**config.mk**
```make
export PLATFORM = sky130hd
export DESIGN_NAME = midi_decoder
export DESIGN_NICKNAME = d
export VERILOG_FILES = /design/src/rtl/midi_decoder_pkg.sv /design/src/rtl/midi_decoder.sv
export SDC_FILE = /design/constraint.sdc
export NUM_CORES = 1
export LEC_CHECK = 0
export CAP_MARGIN = 15
export CELL_PAD_IN_SITES_DETAIL_PLACEMENT = 0
export CELL_PAD_IN_SITES_GLOBAL_PLACEMENT = 1
export CORE_MARGIN = 4
export CORE_UTILIZATION = 35
export CTS_BUF_LIST = sky130_fd_sc_hd__clkbuf_8
export DETAILED_ROUTE_END_ITERATION = 10
export HOLD_SLACK_MARGIN = 0.03
export PLACE_DENSITY = 0.74
export SKIP_LAST_GASP = 1
export SYNTH_ARGS = -nofsm -noshare
export SYNTH_HDL_FRONTEND = slang
export SYNTH_SLANG_ARGS = --single-unit
```
**constraint.sdc**
```tcl
create_clock -name clock_50_000_000 -period 2.3 [get_ports clock_50_000_000]
set_clock_uncertainty 0.2 [all_clocks]
set_input_delay 0.46 -clock clock_50_000_000 [delete_from_list [all_inputs] [get_ports clock_50_000_000]]
set_output_delay 0.46 -clock clock_50_000_000 [all_outputs]
set_load 0.01 [all_outputs]
```
**src/rtl/midi_decoder_pkg.sv**
```systemverilog
// rtl/midi_decoder_pkg.sv - MIDI status codes, decoded message type and decoder states.
package MIDI;

  localparam logic [3:0] NOTE_OFF       = 4'h8;
  localparam logic [3:0] NOTE_ON        = 4'h9;
  localparam logic [3:0] CONTROL_CHANGE = 4'hB;

  localparam logic [6:0] VOLUME = 7'd7;

  // Kind members carry a prefix so they do not collide with the status codes above.
  typedef enum logic [1:0] {
    KIND_NOTE_OFF       = 2'd0,
    KIND_NOTE_ON        = 2'd1,
    KIND_CONTROL_CHANGE = 2'd2
  } kind_t;

  typedef struct packed {
    kind_t      kind;
    logic [3:0] channel;
    logic [6:0] key;
    logic [6:0] value;
  } message_t;

  typedef enum logic [2:0] {
    IDLE  = 3'd0,
    DATA1 = 3'd1,
    DATA2 = 3'd2,
    SKIP1 = 3'd3,
    SKIP2 = 3'd4
  } state_t;

endpackage

```
**src/rtl/midi_decoder.sv**
```systemverilog
// rtl/midi_decoder.sv - MIDI byte stream to channel-message decoder with running status.
module midi_decoder
  import MIDI::*;
(
  input  logic       clock_50_000_000,
  input  logic       reset_l,
  input  logic [7:0] data_in,
  input  logic       data_in_ready,
  output message_t   message,
  output logic       message_ready
);

  state_t     r_state;
  state_t     w_next_state;
  logic [3:0] r_status_hi;
  logic [3:0] r_channel;
  logic [6:0] r_key;
  message_t   r_message;
  logic       r_message_ready;

  logic       w_load_status;
  logic       w_clear_status;
  logic       w_load_key;
  logic       w_emit;
  kind_t      w_kind;

  always_ff @(posedge clock_50_000_000) begin
    if (reset_l) begin
      r_state <= IDLE;
    end else begin
      r_state <= w_next_state;
    end
  end

  always_comb begin
    w_next_state   = r_state;
    w_load_status  = 1'b0;
    w_clear_status = 1'b0;
    w_load_key     = 1'b0;
    w_emit         = 1'b0;
    if (data_in_ready) begin
      if (data_in[7]) begin
        if (data_in[7:4] == 4'hF) begin
          // System common clears running status; real-time (bit3 set) is transparent.
          if (!data_in[3]) begin
            w_next_state   = IDLE;
            w_clear_status = 1'b1;
          end
        end else begin
          w_load_status = 1'b1;
          case (data_in[7:4])
            NOTE_OFF, NOTE_ON, CONTROL_CHANGE: w_next_state = DATA1;
            4'hA, 4'hE:                        w_next_state = SKIP2;
            default:                           w_next_state = SKIP1;
          endcase
        end
      end else begin
        case (r_state)
          DATA1: begin
            w_load_key   = 1'b1;
            w_next_state = DATA2;
          end
          DATA2: begin
            w_emit       = 1'b1;
            w_next_state = DATA1;
          end
          SKIP2: w_next_state = SKIP1;
          SKIP1: begin
            if (r_status_hi == 4'hC || r_status_hi == 4'hD) begin
              w_next_state = SKIP1;
            end else begin
              w_next_state = SKIP2;
            end
          end
          default: w_next_state = r_state;
        endcase
      end
    end
  end

  always_comb begin
    w_kind = KIND_NOTE_OFF;
    if (r_status_hi == CONTROL_CHANGE) begin
      w_kind = KIND_CONTROL_CHANGE;
    end else if (r_status_hi == NOTE_ON && data_in[6:0] != 7'd0) begin
      w_kind = KIND_NOTE_ON;
    end
  end

  always_ff @(posedge clock_50_000_000) begin
    if (reset_l) begin
      r_status_hi     <= 4'h0;
      r_channel       <= 4'h0;
      r_key           <= 7'd0;
      r_message       <= '0;
      r_message_ready <= 1'b0;
    end else begin
      r_message_ready <= w_emit;
      if (w_clear_status) begin
        r_status_hi <= 4'h0;
        r_channel   <= 4'h0;
      end else if (w_load_status) begin
        r_status_hi <= data_in[7:4];
        r_channel   <= data_in[3:0];
      end
      if (w_load_key) begin
        r_key <= data_in[6:0];
      end
      if (w_emit) begin
        r_message.kind    <= w_kind;
        r_message.channel <= r_channel;
        r_message.key     <= r_key;
        r_message.value   <= data_in[6:0];
      end
    end
  end

  assign message       = r_message;
  assign message_ready = r_message_ready;

endmodule

```
==> metrics.md <==
| Metric | Value |
|---|---|
| Status | completed |
| # rows | 24 |
| Max cap viols | 0 |
| Die Ht | 75.8 um |
| Worst hold path type | register to register |
| Longest Clk Path Bufs | 2 |
| Min cycle time layout | slightly above 2 ns |
| Clock transition at path regs | 0.07 ns |
| Post-synthesis sequential area ratio | 48.6% |
| CTS Buf Count | 5 |
| Fmax | 493 MHz |
| Initial Util | a little over a third |
| Crit path cell chain | clkdlybuf4s50_1 > or3b_4 > o32ai_1 > o311ai_0 > a21oi_1 |
| Slew Viols, Final | 0 |
| # Post-CTS Setup Buffers | 0 |
| RSZ-0062 raised after global routing | no |
| Ports | 32 |
| Clk root buf | clkbuf_8 |
| Post-Synth Adder-Cell Area | 0% |
| Post-Syn Instances | 186 |
| Final Cycle Share | 88.1% |
| Area Overhead vs Synth | 33.5% |
| Final nets | 239 |
| Initial antenna violation count | 0 |
| Via count | roughly 1400 |
| Maximum vdd drop | between 200 and 300 uV |
| CP Data Arrival Time | 2.04 ns |
| Min Hold Slack | 0.256 ns |
| Gp weighted congestion | 0.948 |
| Post-Synth Simple-Gate Area | between 20 and 25% |
| Detail Route Antenna Nets | 0 |
| Most frequent cells in the layout | nand2_1 (41), dfxtp_1 (39), clkdlybuf4s50_1 (31) |
| Die Area | between 5000 and 6000 um^2 |
| Multiplexer share of the synthesized area | approximately a tenth |
| Synth top area cells | dfxtp_1 (49%), nand2_1 (9.6%), mux2i_1 (9.3%) |
| CP peak stage delay | 0.50 ns |
| CTS HTree Levels | 2 |
| Core Region | 4380 um^2 |
| First-pass GRT wire length | 6490 um |
| Crit path launch type | primary input |
| Synth Area in XOR/XNOR | less than 1% |
| Post-cts resize count | 0 |
| # diodes | 0 |
| Hold buffer count at cts | 0 |
| I/O Buffers | 31 |
| Top cell family by delay on the critical path | compound AO/OA/AOI/OAI gates |
| Clk Latency, worst-skew pair | 0.29 ns |
| Total congestion overflow | 0 |
| Yosys reg bits | 39 |
| Worst setup EP type | register |
| Setup Crit Path Kind | primary input to register |
| Least-Margin Pin Slew | 0.332 ns |
| Syn avg cell area | 8.64 um^2 |
| Max FO, Critical Path | 6 |
| Synth unique cells | 33 |
| Final Setup Violations | 0 |
| Netlist Area Pre-Place | 1610 um^2 |
| Syn_nets | 197 |
| Slew HR | 77.6% |
| Layout cell share with drive strength beyond 1 | 12.7% |
| CP max stage cell | clkdlybuf4s50_1 |
| P per Cell Area | 605 nW/um^2 |
| Final core area utilization | between 40% and 50% |
| Main combinational cell family by area after synthesis | simple AND/OR/NAND/NOR gates |
| CTS tree | yes |
| Largest net degree at the start of global routing | 19 |
| Leakage power | roughly 0.81 nW |
| YS warnings | 0 |
| Bufs and invs on worst path | 1 |
| # DRC | 0 |
| Detailed Place HPWL | 2940 um |
| Most common cell after layout, fill and taps aside | nand2_1 |
| WL/cell | 13.8 um |
| Pre-Repair DR Iteration Count | 4 |
| Final Hold Fails | 0 |
| Die W | 75.8 um |
| Vias per inst | 5.05 |
| Total Routing Usage GR | around 15% |
| CP Data Required Time | ~2.3 ns |
| Iter 0 DRT Violations | 46 |
| Vias in the first global route | 1316 |
| Compound-Gate Fraction of Synth Area | 13.8% |
| Post-synth top area cell | dfxtp_1 |
| Synth top area share | 48.6% |
| Drt total wl | 3880 um |
| CTS sink cnt | 39 |
-- registers in the layout (all words and copies together), names as in the netlist --
| signal | count |
|---|---|
| message | 20 |
| r_key | 7 |
| r_channel | 4 |
| r_status_hi | 4 |
| r_state | 3 |
| message_ready | 1 |
-- through the flow --
| step | area, um^2 | total power [mW] | TNS [ns] | setup slack (ns) | cells |
|---|---|---|---|---|---|
| CTS | 2140 | 1.31 | 0 | 0.292 | 281 |
| global placement | 2060 | 0.863 | 0 | 0.0362 | 273 |
| detailed placement | 2060 | 0.866 | -0.0150 | -0.0123 | 273 |
| floorplan | 1610 | 0.801 | 0 | 0.397 | 186 |
| global route | 2140 | 1.36 | 0 | 0.113 | 281 |
| finish | 2140 | 1.30 | 0 | 0.273 | 281 |
-- Yosys cell counts --
master / count
clkbuf_1: 9
nand4_1: 1
o221ai_1: 1
a21oi_1: 26
mux2i_1: 15
nand3_1: 1
a31oi_2: 1
a31oi_1: 1
nand2_1: 41
inv_1: 3
nor3b_4: 1
buf_6: 3
o21bai_1: 1
o32ai_1: 1
o21a_1: 1
nand2b_1: 2
nand4b_1: 1
or3b_2: 1
o21ai_0: 2
nor2_1: 22
nand3b_1: 1
a41o_1: 1
and3b_1: 1
or2b_1: 1
or3_1: 1
o311ai_0: 1
dfxtp_1: 39
or3b_4: 1
o221a_2: 1
buf_4: 1
nor4_1: 1
xnor2_1: 1
or4_1: 2
-- final cells by class --
cell class	count	area (um^2)
clock inverters	3	16.3
repair buffers	48	463
clock buffers	5	68.8
inverters	3	11.3
fillers	413	2240
flip-flops and latches	39	781
well taps	52	65.1
multi-input cells	131	739
-- power by group --
group	internal, mW	leakage (nW)	switching [mW]	total (mW)
Clock	0.207	0.0453	0.238	0.445
Sequential	0.691	0.316	0.0143	0.705
Combinational	0.0734	0.454	0.0728	0.146
Total	0.972	0.815	0.325	1.30
-- worst paths after layout --
kind,start,end,slack (ns),cells past startpoint
max,data_in[7],r_state[2]$_SDFFE_PP0P_,0.27,5
min,message[7]$_SDFFE_PP0P_,message[7]$_SDFFE_PP0P_,0.26,2
max reg2reg,r_state[1]$_SDFFE_PP0P_,r_state[2]$_SDFFE_PP0P_,0.53,4
min reg2reg,message[7]$_SDFFE_PP0P_,message[7]$_SDFFE_PP0P_,0.26,2
-- tightest hold or removal path, cell delays in order (launching register included) --
cell and delay, ns:
dfxtp_1 0.31, nand2_1 0.05, a21oi_1 0.05
-- metal layers --
| metal | vias up | global-route usage [%] | wire length, um |
|---|---|---|---|
| li1 | 714 | - | - |
| met1 | 658 | 20.5 | 1780 |
| met2 | 41 | 23.1 | 1810 |
| met3 | 7 | 3.69 | 228 |
| met4 | 0 | 5.24 | 61 |
| met5 | - | 0 | 0 |
-- cell families after synthesis --
family          after synthesis
flops                        39
mux                          15
buf+inv                      16
simple gates                 78
compound gates               37
xor+xnor                      1
Power figures use the tool's default switching activity.
